## src/rtl/mc_controller.sv

```systemverilog
// rtl/mc_controller.sv - multi-cycle MIPS control unit with debug stepping, PC breakpoint and memory timeout
// Sequences CHK/IF/ID/EX/MEM/WB over a shared handshaked memory port; ERR is left only through rst.
module mc_controller #(
   parameter int STEP_W       = 8,
   parameter int MEM_WAIT_MAX = 15,
   parameter int WAIT_W       = 4
) (
   input  logic              clk,
   input  logic              rst,
   input  logic [31:0]       inst,
   input  logic [31:0]       pc,
   input  logic              mem_ack,
   input  logic              debug_en,
   input  logic              debug_step,
   input  logic [STEP_W-1:0] debug_step_n,
   input  logic              bp_valid,
   input  logic [31:0]       bp_addr,
   output logic [2:0]        state,
   output logic              mem_addr_src,
   output logic              ir_wen,
   output logic              pc_wen,
   output logic [2:0]        pc_src,
   output logic              imm_ext,
   output logic [1:0]        exe_a_src,
   output logic [1:0]        exe_b_src,
   output logic [3:0]        exe_alu_oper,
   output logic              mem_ren,
   output logic              mem_wen,
   output logic [1:0]        wb_addr_src,
   output logic              wb_data_src,
   output logic              wb_wen,
   output logic              inst_done,
   output logic              halted,
   output logic              unrecognized,
   output logic              bus_err
);

   localparam logic [2:0] PC_NEXT = 3'd0;
   localparam logic [2:0] PC_JUMP = 3'd1;
   localparam logic [2:0] PC_JR   = 3'd2;
   localparam logic [2:0] PC_BEQ  = 3'd3;
   localparam logic [2:0] PC_BNE  = 3'd4;

   localparam logic [1:0] EXE_A_RS     = 2'd0;
   localparam logic [1:0] EXE_A_LINK   = 2'd1;
   localparam logic [1:0] EXE_A_BRANCH = 2'd2;
   localparam logic [1:0] EXE_B_RT     = 2'd0;
   localparam logic [1:0] EXE_B_IMM    = 2'd1;
   localparam logic [1:0] EXE_B_LINK   = 2'd2;
   localparam logic [1:0] EXE_B_BRANCH = 2'd3;

   localparam logic [3:0] EXE_ALU_ADD = 4'd0;
   localparam logic [3:0] EXE_ALU_SUB = 4'd1;
   localparam logic [3:0] EXE_ALU_AND = 4'd2;
   localparam logic [3:0] EXE_ALU_OR  = 4'd3;
   localparam logic [3:0] EXE_ALU_SLT = 4'd4;

   localparam logic [1:0] WB_ADDR_RD   = 2'd0;
   localparam logic [1:0] WB_ADDR_RT   = 2'd1;
   localparam logic [1:0] WB_ADDR_LINK = 2'd2;
   localparam logic       WB_DATA_ALU  = 1'b0;
   localparam logic       WB_DATA_MEM  = 1'b1;

   localparam logic [5:0] OP_RTYPE = 6'h00;
   localparam logic [5:0] OP_J     = 6'h02;
   localparam logic [5:0] OP_JAL   = 6'h03;
   localparam logic [5:0] OP_BEQ   = 6'h04;
   localparam logic [5:0] OP_BNE   = 6'h05;
   localparam logic [5:0] OP_ADDI  = 6'h08;
   localparam logic [5:0] OP_ANDI  = 6'h0C;
   localparam logic [5:0] OP_ORI   = 6'h0D;
   localparam logic [5:0] OP_LW    = 6'h23;
   localparam logic [5:0] OP_SW    = 6'h2B;

   localparam logic [5:0] FN_JR  = 6'h08;
   localparam logic [5:0] FN_ADD = 6'h20;
   localparam logic [5:0] FN_SUB = 6'h22;
   localparam logic [5:0] FN_AND = 6'h24;
   localparam logic [5:0] FN_OR  = 6'h25;
   localparam logic [5:0] FN_SLT = 6'h2A;

   localparam bit                TIMEOUT_EN = (MEM_WAIT_MAX != 0);
   localparam logic [WAIT_W-1:0] WAIT_LIMIT = WAIT_W'(MEM_WAIT_MAX);

   typedef enum logic [2:0] {
      S_CHK  = 3'd0,
      S_IF   = 3'd1,
      S_ID   = 3'd2,
      S_EX   = 3'd3,
      S_MEM  = 3'd4,
      S_WB   = 3'd5,
      S_HALT = 3'd6,
      S_ERR  = 3'd7
   } state_t;

   state_t              state_q, state_d;
   logic [STEP_W-1:0]   step_left_q, step_left_d;
   logic [WAIT_W-1:0]   wait_q, wait_d;
   logic                step_prev_q;
   logic                unrec_q, unrec_d;
   logic                bus_err_q, bus_err_d;

   logic [5:0] op;
   logic [5:0] funct;
   logic       is_rtype, is_r_alu, is_jr, is_j, is_jal, is_beq, is_bne;
   logic       is_addi, is_andi, is_ori, is_lw, is_sw, is_exec;
   logic       step_edge, bp_hit, mem_phase, timeout;
   logic [3:0] alu_op;
   logic       alu_b_imm, alu_ext;
   logic       unused_inst;

   assign op          = inst[31:26];
   assign funct       = inst[5:0];
   assign unused_inst = ^inst[25:6];

   assign is_rtype = (op == OP_RTYPE);
   assign is_r_alu = is_rtype && (funct == FN_ADD || funct == FN_SUB || funct == FN_AND ||
                                  funct == FN_OR  || funct == FN_SLT);
   assign is_jr    = is_rtype && (funct == FN_JR);
   assign is_j     = (op == OP_J);
   assign is_jal   = (op == OP_JAL);
   assign is_beq   = (op == OP_BEQ);
   assign is_bne   = (op == OP_BNE);
   assign is_addi  = (op == OP_ADDI);
   assign is_andi  = (op == OP_ANDI);
   assign is_ori   = (op == OP_ORI);
   assign is_lw    = (op == OP_LW);
   assign is_sw    = (op == OP_SW);
   assign is_exec  = is_r_alu || is_addi || is_andi || is_ori || is_lw || is_sw ||
                     is_beq || is_bne || is_jal;

   assign step_edge = debug_step && !step_prev_q;
   assign bp_hit    = bp_valid && (pc == bp_addr);
   assign mem_phase = (state_q == S_IF) || (state_q == S_MEM);
   // An ack in the limit cycle completes the access instead of faulting.
   assign timeout   = TIMEOUT_EN && !mem_ack && (wait_q == WAIT_LIMIT);

   // ALU setup shared by EX and MEM, so address generation stays stable during a load/store.
   always_comb begin
      alu_op    = EXE_ALU_ADD;
      alu_b_imm = 1'b0;
      alu_ext   = 1'b0;
      if (is_r_alu) begin
         case (funct)
            FN_SUB:  alu_op = EXE_ALU_SUB;
            FN_AND:  alu_op = EXE_ALU_AND;
            FN_OR:   alu_op = EXE_ALU_OR;
            FN_SLT:  alu_op = EXE_ALU_SLT;
            default: alu_op = EXE_ALU_ADD;
         endcase
      end else if (is_addi || is_lw || is_sw) begin
         alu_b_imm = 1'b1;
         alu_ext   = 1'b1;
      end else if (is_andi) begin
         alu_op    = EXE_ALU_AND;
         alu_b_imm = 1'b1;
      end else if (is_ori) begin
         alu_op    = EXE_ALU_OR;
         alu_b_imm = 1'b1;
      end
   end

   always_comb begin
      state_d      = state_q;
      step_left_d  = step_left_q;
      unrec_d      = unrec_q;
      bus_err_d    = bus_err_q;
      wait_d       = (mem_phase && !mem_ack) ? wait_q + 1'b1 : '0;
      mem_addr_src = 1'b0;
      ir_wen       = 1'b0;
      pc_wen       = 1'b0;
      pc_src       = PC_NEXT;
      imm_ext      = 1'b0;
      exe_a_src    = EXE_A_RS;
      exe_b_src    = EXE_B_RT;
      exe_alu_oper = EXE_ALU_ADD;
      mem_ren      = 1'b0;
      mem_wen      = 1'b0;
      wb_addr_src  = WB_ADDR_RD;
      wb_data_src  = WB_DATA_ALU;
      wb_wen       = 1'b0;
      inst_done    = 1'b0;

      case (state_q)
         S_CHK: begin
            if ((debug_en && step_left_q == '0) || bp_hit) state_d = S_HALT;
            else                                           state_d = S_IF;
         end
         S_HALT: begin
            // A step resumes without rechecking the breakpoint so execution can move past it.
            if (step_edge) begin
               state_d = S_IF;
               if (debug_en)
                  step_left_d = (debug_step_n == '0) ? STEP_W'(1) : debug_step_n;
            end else if (!debug_en && !bp_hit) begin
               state_d = S_IF;
            end
         end
         S_IF: begin
            mem_ren = 1'b1;
            if (mem_ack) begin
               ir_wen  = 1'b1;
               pc_wen  = 1'b1;
               state_d = S_ID;
            end else if (timeout) begin
               bus_err_d = 1'b1;
               state_d   = S_ERR;
            end
         end
         S_ID: begin
            if (is_j || is_jr) begin
               pc_wen    = 1'b1;
               pc_src    = is_j ? PC_JUMP : PC_JR;
               inst_done = 1'b1;
               state_d   = S_CHK;
            end else if (is_exec) begin
               state_d = S_EX;
            end else begin
               unrec_d = 1'b1;
               state_d = S_ERR;
            end
         end
         S_EX: begin
            if (is_beq || is_bne) begin
               exe_a_src = EXE_A_BRANCH;
               exe_b_src = EXE_B_BRANCH;
               imm_ext   = 1'b1;
               pc_wen    = 1'b1;
               pc_src    = is_beq ? PC_BEQ : PC_BNE;
               inst_done = 1'b1;
               state_d   = S_CHK;
            end else if (is_jal) begin
               exe_a_src   = EXE_A_LINK;
               exe_b_src   = EXE_B_LINK;
               wb_addr_src = WB_ADDR_LINK;
               wb_wen      = 1'b1;
               pc_wen      = 1'b1;
               pc_src      = PC_JUMP;
               inst_done   = 1'b1;
               state_d     = S_CHK;
            end else begin
               exe_alu_oper = alu_op;
               exe_b_src    = alu_b_imm ? EXE_B_IMM : EXE_B_RT;
               imm_ext      = alu_ext;
               state_d      = (is_lw || is_sw) ? S_MEM : S_WB;
            end
         end
         S_MEM: begin
            mem_addr_src = 1'b1;
            exe_alu_oper = alu_op;
            exe_b_src    = alu_b_imm ? EXE_B_IMM : EXE_B_RT;
            imm_ext      = alu_ext;
            mem_ren      = is_lw;
            mem_wen      = is_sw;
            if (mem_ack) begin
               if (is_lw) begin
                  state_d = S_WB;
               end else begin
                  inst_done = 1'b1;
                  state_d   = S_CHK;
               end
            end else if (timeout) begin
               bus_err_d = 1'b1;
               state_d   = S_ERR;
            end
         end
         S_WB: begin
            wb_wen      = 1'b1;
            wb_addr_src = is_rtype ? WB_ADDR_RD : WB_ADDR_RT;
            wb_data_src = is_lw ? WB_DATA_MEM : WB_DATA_ALU;
            inst_done   = 1'b1;
            state_d     = S_CHK;
         end
         S_ERR: begin
            state_d = S_ERR;
         end
         default: begin
            state_d = S_ERR;
         end
      endcase

      if (inst_done && debug_en && step_left_q != '0)
         step_left_d = step_left_q - 1'b1;
   end

   always_ff @(posedge clk) begin
      if (rst) begin
         state_q     <= S_CHK;
         step_left_q <= '0;
         wait_q      <= '0;
         step_prev_q <= 1'b0;
         unrec_q     <= 1'b0;
         bus_err_q   <= 1'b0;
      end else begin
         state_q     <= state_d;
         step_left_q <= step_left_d;
         wait_q      <= wait_d;
         step_prev_q <= debug_step;
         unrec_q     <= unrec_d;
         bus_err_q   <= bus_err_d;
      end
   end

   assign state        = state_q;
   assign halted       = (state_q == S_HALT);
   assign unrecognized = unrec_q;
   assign bus_err      = bus_err_q;

endmodule

```

## config.mk

```make
export PLATFORM = sky130hd
export DESIGN_NAME = mc_controller
export DESIGN_NICKNAME = d
export VERILOG_FILES = /design/src/rtl/mc_controller.sv
export SDC_FILE = /design/constraint.sdc
export NUM_CORES = 1
export LEC_CHECK = 0
export ABC_AREA = 0
export CAP_MARGIN = 0
export CORE_MARGIN = 2
export CORE_UTILIZATION = 35
export DETAILED_ROUTE_END_ITERATION = 8
export PLACE_DENSITY_LB_ADDON = 0.1
export SYNTH_ARGS = -nofsm -noshare
export SYNTH_HDL_FRONTEND = slang
export SYNTH_SLANG_ARGS = --single-unit
```

## constraint.sdc

```tcl
create_clock -name clk -period 2.31 [get_ports clk]
set_clock_uncertainty 0.15 [all_clocks]
set_input_delay 0.231 -clock clk [delete_from_list [all_inputs] [get_ports clk]]
set_output_delay 0.231 -clock clk [all_outputs]
set_load 0.005 [all_outputs]
```

== Word level (Yosys, flattened, before mapping) ==
Cells that the tools add are included.

* Register bits after elaboration: 18
* Input port bits: 110
* Output and inout port bits: 28
* Word-level logic and storage cells: 151

* Add/sub/neg operators: 2
* Equal/unequal tests: 25
* Muxes and demuxes: 68
* Bitwise gates (word level): 4
* Reductions and logical operators: 46

{| class="wikitable"
|+ Operators by type and width
! cell !! count
|-
| $eq A6 B6 Y1 const B || 7
|-
| $mux W8 || 5
|-
| $mux W3 || 13
|-
| $eq A32 B32 Y1 || 1
|-
| $mux W1 || 25
|-
| $eq A6 B4 Y1 const B || 4
|-
| $pmux W3 S8 || 1
|-
| $mux W2 || 11
|-
| $logic_or A1 B1 Y1 || 19
|-
| $logic_not A8 Y1 || 2
|-
| $eq A3 B3 Y1 const B || 4
|-
| $eq A6 B2 Y1 const B || 2
|-
| $eq A6 B3 Y1 const B || 2
|-
| $mux W4 || 3
|-
| $pmux W3 S4 || 1
|-
| $logic_and A1 B1 Y1 || 10
|-
| $reduce_and A3 Y1 || 3
|-
| $pmux W2 S2 || 2
|-
| $pmux W4 S2 || 1
|-
| $reduce_bool A8 Y1 || 1
|-
| $sub A8 B1 Y8 const B || 1
|-
| $eq A3 B2 Y1 const B || 2
|-
| $logic_not A6 Y1 || 1
|-
| $pmux W1 S2 || 3
|-
| other kinds (12) || 21
|}

== Depth between registers and ports, before layout ==
Gate-level depths: netlist (run 1).

* Depth in word-level cells: 17
* Mapped depth: 8
* Gate-level depth less buffers: 8

== Worst setup path after synthesis (run 1) ==
No wires, ideal clock.

* Path type: register -> register
* From: reg state_q[2] (netlist: state[2])
* To: reg step_left_q[2]
* Library setup time: 0.115 ns
* Data arrival time: 1.777 ns
* Data required time: 2.045 ns
* Path slack: 0.268 ns
* Stages on the path, launching flop included: 9
* Buffers on the path: 2
* Period minus slack after synthesis: 2.042 ns
* Cells stage by stage: dfxtp_1 > clkbuf_1 > inv_1 > ha_1 > nor2b_1 > a21boi_4 > buf_6 > a311oi_1 > o21a_1

* Longest elaborated chain between the ends: 6
* Elaborated cells on any way between the ends: 13
* Those cells by class: eq/ne (5); mux (2); reduce/logical (6)

{| class="wikitable"
|+ RTL lines
! item !! line !! source
|-
| start, declared || 96 || <nowiki>state_t state_q, state_d;</nowiki>
|-
| start signal, assigned || 295 || <nowiki>state_q <= state_d;</nowiki>
|-
| $eq A3 B3 Y1 or $eq A3 B2 Y1 (tied branches) || 184 || <nowiki>case (state_q)</nowiki>
|-
| $pmux W1 S4 || 184 ||
|-
| $logic_and A1 B1 Y1 (2 in series) || 282 || <nowiki>if (inst_done && debug_en && step_left_q != '0)</nowiki>
|-
| $reduce_bool A2 Y1 (no source line) || n/a ||
|-
| $reduce_and A3 Y1 (no source line) || n/a ||
|-
| end signal, assigned || 296 || <nowiki>step_left_q <= step_left_d;</nowiki>
|-
| end, declared || 97 || <nowiki>logic [STEP_W-1:0] step_left_q, step_left_d;</nowiki>
|}

Several ways; a longest one is shown, not always the timed one.
A chain may end at the register's enable or synchronous reset.

== Worst setup path after layout (run 1) ==
* From: in inst[29]
* To: out exe_alu_oper[0]

* Longest elaborated chain between the ends: 8
* Elaborated cells on any way between the ends: 20
* Those cells by class: eq/ne (8); mux (7); reduce/logical (5)

{| class="wikitable"
|+ RTL lines
! item !! line !! source
|-
| start, declared || 10 || <nowiki>input logic [31:0] inst,</nowiki>
|-
| $eq A6 B4 Y1, or another cell as far along || 126 || <nowiki>assign is_ori = (op == OP_ORI);</nowiki>
|-
| $mux W2 or $logic_or A1 B1 Y1 (tied branches) || 157, 151 ||
|-
| $mux W2 or $logic_or A1 B1 Y1 (tied branches) || 154, 151 ||
|-
| $mux W2 || 151 || <nowiki>end else if (is_addi || is_lw || is_sw) begin</nowiki>
|-
| $mux W4 || 143 || <nowiki>if (is_r_alu) begin</nowiki>
|-
| $mux W4 || 232 || <nowiki>end else if (is_jal) begin</nowiki>
|-
| $mux W4 || 224 || <nowiki>if (is_beq || is_bne) begin</nowiki>
|-
| $pmux W4 S2 * || 184 ||
|-
| end, declared || 26 || <nowiki>output logic [3:0] exe_alu_oper,</nowiki>
|}

Mark *: on every way between the ends. The rest lies on a longest branch, timed or not.

==> results of run 1 <==
==> area by class of cell <==
| class | instances | area [um^2] |
|---|---|---|
| Multi-Input combinational cell | 213 | 1520 |
| Timing Repair Buffer | 168 | 1550 |
| Sequential cell | 18 | 367 |
| Fill cell | 418 | 1540 |
| Tap cell | 70 | 87.6 |
| Inverter | 15 | 60.1 |
| Clock buffer | 4 | 55.1 |
==> layer usage <==
layer | vias up | GRT usage
li1 | 1266 | -
met1 | 1166 | 0.267
met2 | 114 | 0.393
met3 | 21 | 0.0419
met4 | 0 | 0.0679
met5 | - | 0
==> sequential cells by signal, indices dropped and copies added (netlist names) <==
register	count
unrecognized	1
step_prev_q	1
step_left_q	8
wait_q	4
bus_err	1
state	3
==> stage by stage <==
step	util	hold WS, ps
global placement	0.665	284
detailed placement	0.665	293
floorplan	-	153
global route	0.703	335
finish	0.703	297
CTS	0.693	304
==> worst max-delay path by stage <==
stage	from	to	depth (start not counted)
2_1_floorplan	state[2]	step_left_q[2]	8
3_3_place_gp	inst[27]	exe_alu_oper[2]	7
3_5_place_dp	inst[27]	exe_alu_oper[2]	7
4_1_cts	inst[30]	exe_alu_oper[0]	8
5_1_grt	inst[0]	exe_alu_oper[0]	8
6_report	inst[29]	exe_alu_oper[0]	8
==> power by group through the flow <==
stage	Clock (mW)	Sequential [mW]	Combinational, mW
finish	0.266	0.392	1.14
global route	0.282	0.399	1.25
CTS	0.270	0.389	1.09
detailed placement	0	0.390	1.03
global placement	0	0.389	1.03
floorplan	0	0.385	0.485
==> cells by family after synthesis <==
group / after synthesis / synth area share
fa+ha+maj: 3 / 0.0198
flops: 18 / 0.190
buf+inv: 26 / 0.0634
compound gates: 60 / 0.233
other cells: 1 / 0.00198
simple gates: 112 / 0.319
mux: 2 / 0.0106
xor+xnor: 35 / 0.162
==> cells in the mapped netlist, types with 4 or more instances <==
library cell | n | share of area
a21oi_1 | 14 | 0.037
a31oi_1 | 8 | 0.026
dfxtp_1 | 18 | 0.19
inv_1 | 15 | 0.030
nand2_1 | 12 | 0.024
nand3_1 | 12 | 0.032
nand3b_1 | 4 | 0.016
nand4_1 | 13 | 0.043
nor2_1 | 28 | 0.055
nor2b_1 | 6 | 0.020
nor3_1 | 12 | 0.032
nor4_1 | 4 | 0.013
o21ai_0 | 8 | 0.021
xnor2_1 | 30 | 0.14
xor2_1 | 5 | 0.023
==> what timing repair did <==
item                                    CTS  global route
endpoints found under the hold margin     0             0
gates resized for setup                  40            22
buffers inserted                          3             1
pin swaps                                 8             7
endpoints found under the setup margin   19            13
==> flow_metrics.py, run 1 <==
metrics = {
    "status": {
        "outcome": "completed",
    },
    "routing": {
        "drt_iter0_drc": 198,
        "drtPass1Iterations": 4,
        "vias": 2567,
        "routed.top_layer": "met4",
        "wl_met3_um": 444,
        "met1Wirelength_um": 2700,
        "vias_per_cell": 5.26,
        "wl_met2_um": 3270,
        "drc": 0,
        "routedWlPerCell_um": 13.6,
        "ant_nets": 0,
        "wl_um": 6630,
    },
    "pwr": {
        "switchingPower_uw": 671,
        "powerDensity_nw_per_um2": 496,
        "total_power_mw": 1.80,
        "switching_share": 0.372,
        "p_int_mw": 1.13,
        "power.share.clock": 0.148,
        "pwr-share-seq": 0.218,
        "p_leak_nw": 1.40,
        "vdd_drop_max_v": 0.000293,
        "combPwrFrac": 0.635,
    },
    "setup_path": {
        "critPathKind": "input pin to output port",
        "reg2reg_setup_slack_ps": 270,
        "path_cells": "clkdlybuf4s15_2 > buf_4 > nor3_4 > nand4b_1 > nor2_2 > a22oi_1 > nor2_1 > clkdlybuf4s50_1",
        "critPathRequiredTime_ps": 1930,
        "worstPathArrival_ps": 1890,
        "cp-start-kind": "input pin",
        "r2r_start": "state[1]",
        "endpoint_kind": "output port",
        "max_stage_delay_ps": 510,
        "crit_path_max_fanout": 5,
        "cp_top_family": "buffers and inverters",
        "cpMaxStageDelayCell": "clkdlybuf4s50_1",
        "r2r_cells": 8,
        "crit_buf_inv": 3,
        "timing.rr.end": "step_left_q[6]",
    },
    "logic_synthesis": {
        "ys_seq_area_frac": 0.190,
        "yosysUniqueCellTypes": 58,
        "synth_flop_cell": "dfxtp_1",
        "synthCells": 257,
        "synth-seq-cells": 18,
        "yosys_warnings": 0,
        "synthArstFlopShare": 0,
        "avgSynthCellArea_um2": 7.37,
        "synth_area_um2": 1890,
        "syn_nets": 370,
        "synth_edf_count": 0,
    },
    "placed_design": {
        "placed_cell_area_um2": 3440,
        "placedCellCount": 480,
        "hpwl_um": 5510,
        "io_buffers": 116,
        "pre_cts_slack_ps": -400,
        "gp_congestion": 0.881,
    },
    "cells_and_area": {
        "final_area_um2": 3630,
        "num_antenna_cells": 0,
        "final_common_cell": "clkdlybuf4s50_1",
        "area_growth_pct": 91.9,
        "drive_gt1_frac": 0.213,
        "layout.cells.non_filler": 488,
        "fin_nets": 532,
        "most-common-layout-cells": "clkdlybuf4s50_1, buf_4, xnor2_1, nor2_1, dfxtp_1",
    },
    "hold_path": {
        "hold_depth": 1,
        "hold_class": "flop to flop",
        "hp-start": "wait_q[0]",
        "min_to": "wait_q[0]",
    },
    "die": {
        "die_h_um": 77.6,
        "dieArea_um2": 6020,
        "start_util": 0.366,
        "core_area_um2": 5170,
        "num_rows": 26,
        "io_pins": 138,
        "die_w_um": 77.6,
    },
    "clock_network": {
        "cts_tree": "done",
        "max-clock-path-buffers": 2,
        "clockRootBuffer": "clkbuf_8",
        "hold_buffers": 0,
        "clk_latency_ps": 260,
        "numCtsBuffers": 3,
        "clock-sinks": 18,
        "h-tree-depth": 1,
        "clkSlewWorstSetupHoldPaths_ps": 70,
    },
    "sta": {
        "slew_violations": 0,
        "setup_violations": 0,
        "fin_ws_ps": 42.8,
        "period_share": 0.981,
        "slew_headroom": 0.518,
        "finalHoldViolCount": 0,
        "finalSetupTns_ps": 0,
        "max_freq_mhz": 441,
        "min_period_ps": 2270,
        "grt_setup_unrepaired": "true",
        "worst_pin_slew_ps": 718,
    },
    "grt": {
        "grt_pass1_vias": 2525,
        "grt_overflow": 0,
        "antenna_found_initial": 0,
        "grt_usage": 0.221,
        "grt_pass1_wl_um": 11000,
        "grt_max_degree": 15,
    },
    "job": {
        "drv_cap": 0,
    },
}
Power figures use the tool's default switching activity.
==> inputs of run 2 (changes only) <==
Settings changed: CTS_CLUSTER_DIAMETER from default to 80, GPL_TIMING_DRIVEN from default to 0, HOLD_SLACK_MARGIN from default to 0.02.
==> flow_metrics.py, run 2 (synthesis results as in run 1) <==
metrics = {
    "cells_and_area": {
        "largest_register": "step_left_q",
        "largest_register_ffs": 8,
        "postLayoutCoreUtil": 0.684,
        "num_antenna_cells": 0,
        "most-common-layout-cells": "clkdlybuf4s50_1, xnor2_1, buf_4, nor2_1, dfxtp_1",
        "area_growth_pct": 86.7,
        "layout.cells.non_filler": 469,
        "final_common_cell": "clkdlybuf4s50_1",
        "fin_nets": 513,
        "fill_cells": 434,
        "final_area_um2": 3540,
        "drive_gt1_frac": 0.198,
    },
    "sta": {
        "finalSetupTns_ps": 0,
        "fin_ws_ps": 73.9,
        "period_share": 0.968,
        "slew_violations": 0,
        "max_freq_mhz": 447,
        "whs_ps": 303,
        "min_period_ps": 2240,
        "grt_setup_unrepaired": "true",
        "finalHoldViolCount": 0,
        "worst_pin_slew_ps": 709,
        "setup_violations": 0,
        "slew_headroom": 0.524,
    },
    "placed_design": {
        "pre_cts_slack_ps": -585,
        "io_buffers": 115,
        "placedCellCount": 442,
        "hpwl_um": 5040,
        "placed_cell_area_um2": 3130,
        "gp_congestion": 0.852,
    },
    "clock_network": {
        "h-tree-depth": 1,
        "clkSlewWorstSetupHoldPaths_ps": 70,
        "clk_latency_ps": 260,
        "max-clock-path-buffers": 2,
        "clockRootBuffer": "clkbuf_8",
        "clock-sinks": 18,
        "cts_tree": "done",
        "numCtsBuffers": 3,
        "hold_buffers": 0,
    },
    "setup_path": {
        "critPathKind": "flop to output port",
        "max_stage_delay_ps": 370,
        "crit_path_max_fanout": 8,
        "worstPathArrival_ps": 1860,
        "path_cells": "buf_8 > clkinvlp_4 > nor3_4 > buf_4 > nor2_2 > nor4b_2 > clkbuf_2",
        "cp-start-kind": "flop",
        "cp_top_family": "simple AND/OR/NAND/NOR gates",
        "cpMaxStageDelayCell": "dfxtp_4",
        "endpoint_kind": "output port",
        "crit_buf_inv": 4,
        "critPathRequiredTime_ps": 1930,
    },
    "routing": {
        "vias_per_cell": 5.40,
        "ant_nets": 0,
        "routedWlPerCell_um": 14.6,
        "drt_iter0_drc": 332,
        "wl_um": 6830,
        "vias": 2531,
        "drtPass1Iterations": 4,
        "drc": 0,
    },
    "job": {
        "drv_cap": 0,
    },
    "die": {
        "num_rows": 26,
        "core_area_um2": 5170,
        "die_h_um": 77.6,
        "die_w_um": 77.6,
        "start_util": 0.366,
        "io_pins": 138,
        "dieArea_um2": 6020,
    },
    "pwr": {
        "powerDensity_nw_per_um2": 524,
        "vdd_drop_max_v": 0.000355,
        "total_power_mw": 1.85,
        "p_leak_nw": 1.38,
    },
    "grt": {
        "grt_pass1_vias": 2322,
        "grt_usage": 0.212,
        "antenna_found_initial": 0,
        "grt_max_degree": 11,
        "grt_overflow": 0,
        "grt_pass1_wl_um": 10600,
    },
    "hold_path": {
        "hold_class": "flop to flop",
    },
    "status": {
        "outcome": "completed",
    },
}
-- run 2: cell count changes in the layout (fill, tap and decap cells not counted), moves of 3 or more --
cell / before / now
buf_4: 50 / 24
o21ai_1: 4 / 0
buf_2: 1 / 4
clkdlybuf4s50_1: 100 / 97
dlymetal6s2s_1: 1 / 4
o21ai_0: 5 / 8
-- run 2: cell type report --
class / instances / area, um^2 / share of cell area
clock buffers: 4 / 55.1 / 0.0156
well taps: 70 / 87.6 / 0.0248
plain buffers: 10 / 81.3 / 0.0230
inverters: 15 / 60.1 / 0.0170
repair buffers: 139 / 1330 / 0.376
multi-input cells: 213 / 1550 / 0.439
flip-flops and latches: 18 / 372 / 0.105
-- run 2: path summary, 6_finish.rpt --
path | start | to | slack, ps | cells past startpoint
max | state[2] | exe_alu_oper[2] | 70 | 7
min | wait_q[0] | wait_q[0] | 300 | 1
max reg2reg | state[2] | step_left_q[7] | 80 | 9
min reg2reg | wait_q[0] | wait_q[0] | 300 | 1
-- run 2: routing by layer --
layer  GRT usage  vias to the layer above  wire [um]
met4      0.0411                        0         61
met2       0.390                      128       3570
met3      0.0419                        6        490
met1       0.257                     1164       2710
met5           0                        -          0
li1            -                     1233          -
-- run 2: what timing repair did --
action                     4_1_cts  5_1_grt
pin swaps                        9        4
setup endpoints to repair       23       20
buffers inserted                18        6
resized for setup               59       24
-- run 2: power breakdown --
part           switching, mW  internal [mW]  total (mW)
logic                  0.548          0.630        1.18
registers             0.0441          0.365       0.409
clock network          0.117          0.152       0.268
total                  0.708           1.15        1.85
-- run 2: worst reg2reg max path: stages, from the launching register on --
cell and delay (ps):
dfxtp_4 370, buf_8 140, clkinvlp_4 120, buf_4 160
ha_1 300, nor2b_2 170, a21boi_4 210, buf_4 150
and2_1 180, o221ai_1 130
==> inputs of run 3 (changes only) <==
Settings changed: CORE_UTILIZATION 35 to 36, CTS_BUF_LIST from default to sky130_fd_sc_hd__clkbuf_8.
==> flow_metrics.py, run 3 (synthesis results as in run 1) <==
metrics = {
    "clock_network": {
        "clockRootBuffer": "clkbuf_8",
        "h-tree-depth": 1,
        "clock-sinks": 18,
        "clkSlewWorstSetupHoldPaths_ps": 70,
        "max-clock-path-buffers": 2,
        "cts_tree": "done",
        "clk_latency_ps": 250,
        "numCtsBuffers": 3,
    },
    "grt": {
        "grt_usage": 0.212,
        "grt_max_degree": 11,
        "grt_pass1_wl_um": 10400,
        "grt_pass1_vias": 2308,
        "antenna_found_initial": 0,
        "grt_overflow": 0,
    },
    "cells_and_area": {
        "num_antenna_cells": 0,
        "drive_gt1_frac": 0.149,
        "largest_register": "step_left_q",
        "area_growth_pct": 79.6,
        "final_common_cell": "clkdlybuf4s50_1",
        "fin_nets": 502,
        "largest_register_ffs": 8,
        "most-common-layout-cells": "clkdlybuf4s50_1, xnor2_1, nor2_1, dfxtp_1",
    },
    "sta": {
        "worst_pin_slew_ps": 686,
        "max_freq_mhz": 443,
        "slew_headroom": 0.539,
        "slew_violations": 0,
        "setup_violations": 0,
        "finalHoldViolCount": 0,
        "grt_setup_unrepaired": "true",
        "period_share": 0.977,
        "min_period_ps": 2260,
        "fin_ws_ps": 53.2,
    },
    "die": {
        "core_area_um2": 5110,
        "num_rows": 26,
        "dieArea_um2": 5860,
        "io_pins": 138,
        "start_util": 0.371,
        "die_w_um": 76.5,
        "die_h_um": 76.5,
    },
    "pwr": {
        "total_power_mw": 1.73,
        "vdd_drop_max_v": 0.000392,
        "powerDensity_nw_per_um2": 507,
        "p_leak_nw": 1.27,
    },
    "setup_path": {
        "path_cells": "dlygate4sd2_1 > buf_6 > nand3b_1 > buf_4 > buf_6 > a211oi_4 > buf_4 > clkdlybuf4s50_1",
        "worstPathArrival_ps": 1880,
        "timing.rr.end": "state[1]",
        "max_stage_delay_ps": 480,
        "critPathKind": "input pin to output port",
        "crit_path_start": "inst[26]",
        "critPathRequiredTime_ps": 1930,
        "cp-start-kind": "input pin",
        "reg2reg_setup_slack_ps": 170,
        "r2r_start": "step_left_q[0]",
        "endpoint_kind": "output port",
        "r2r_cells": 8,
        "cpMaxStageDelayCell": "clkdlybuf4s50_1",
        "crit_path_max_fanout": 4,
    },
    "placed_design": {
        "io_buffers": 115,
        "hpwl_um": 5150,
        "pre_cts_slack_ps": -619,
        "gp_congestion": 0.930,
    },
    "routing": {
        "drt_iter0_drc": 127,
        "vias": 2443,
        "vias_per_cell": 5.33,
        "wl_um": 6460,
        "routedWlPerCell_um": 14.1,
        "drtPass1Iterations": 4,
        "ant_nets": 0,
        "drc": 0,
    },
    "hold_path": {
        "hp-start": "unrecognized",
        "hold_depth": 2,
        "hold_class": "flop to flop",
        "min_to": "unrecognized",
    },
    "job": {
        "drv_cap": 0,
    },
    "status": {
        "outcome": "completed",
    },
}
## run 3: cell count changes in the layout (fill, tap and decap cells not counted), moves of 2 or more
cell             delta
a21oi_1             +2
buf_4              -11
clkdlybuf4s50_1     +2
dlymetal6s2s_1      -2
o21ai_0             -2
o21ai_1             +3
o22ai_1             +2
o22ai_2             -2
## run 3: cell type report
| type | count | area (um^2) |
|---|---|---|
| multi-input cells | 213 | 1520 |
| plain buffers | 10 | 78.8 |
| fillers | 439 | 1710 |
| flip-flops and latches | 18 | 372 |
| repair buffers | 128 | 1230 |
| well taps | 70 | 87.6 |
| clock buffers | 4 | 55.1 |
| inverters | 15 | 56.3 |
## run 3: report_power, final
| group | leakage (nW) | internal (mW) | switching (mW) |
|---|---|---|---|
| Combinational | 1.10 | 0.560 | 0.500 |
| Sequential | 0.148 | 0.364 | 0.0398 |
| Clock | 0.0288 | 0.151 | 0.111 |
| Total | 1.27 | 1.08 | 0.651 |
## run 3: worst max path at each step
stage          cells after the start         endpoint
2_1_floorplan                      8   step_left_q[2]
3_3_place_gp                       7  exe_alu_oper[2]
3_5_place_dp                       7  exe_alu_oper[2]
4_1_cts                            5  exe_alu_oper[2]
5_1_grt                            5      wb_data_src
6_report                           8     exe_b_src[1]
## run 3: routing by layer
metal | routed length [um] | vias to the layer above | track usage
li1 | - | 1214 | -
met1 | 2500 | 1104 | 0.247
met2 | 3360 | 111 | 0.398
met3 | 499 | 14 | 0.0403
met4 | 97 | 0 | 0.0436
met5 | 0 | - | 0
## run 3: metrics by stage
step / std cells / hold slack (ps) / instance area [um^2] / setup TNS, ps / utilization
after floorplan: 257 / 153 / 1890 / 0 / -
after global placement: 442 / 283 / 3130 / -7530 / 0.613
after detailed placement: 442 / 289 / 3130 / -7530 / 0.613
after CTS: 456 / 305 / 3370 / -181 / 0.659
after global routing: 458 / 329 / 3400 / -88.4 / 0.666
final: 458 / 300 / 3400 / 0 / 0.666
## run 3: what timing repair did
action | in CTS | in global routing
resized for setup | 52 | 19
pin swaps | 8 | 3
setup buffers | 11 | 2
hold buffers | 0 | 0
endpoints found under the hold margin | 0 | 0
endpoints found under the setup margin | 25 | 16
## run 3: critical path: cells and delay by family
kind,cells,cell delay [ps]
compound gates,1,260
buf+inv,6,1260
simple gates,1,120
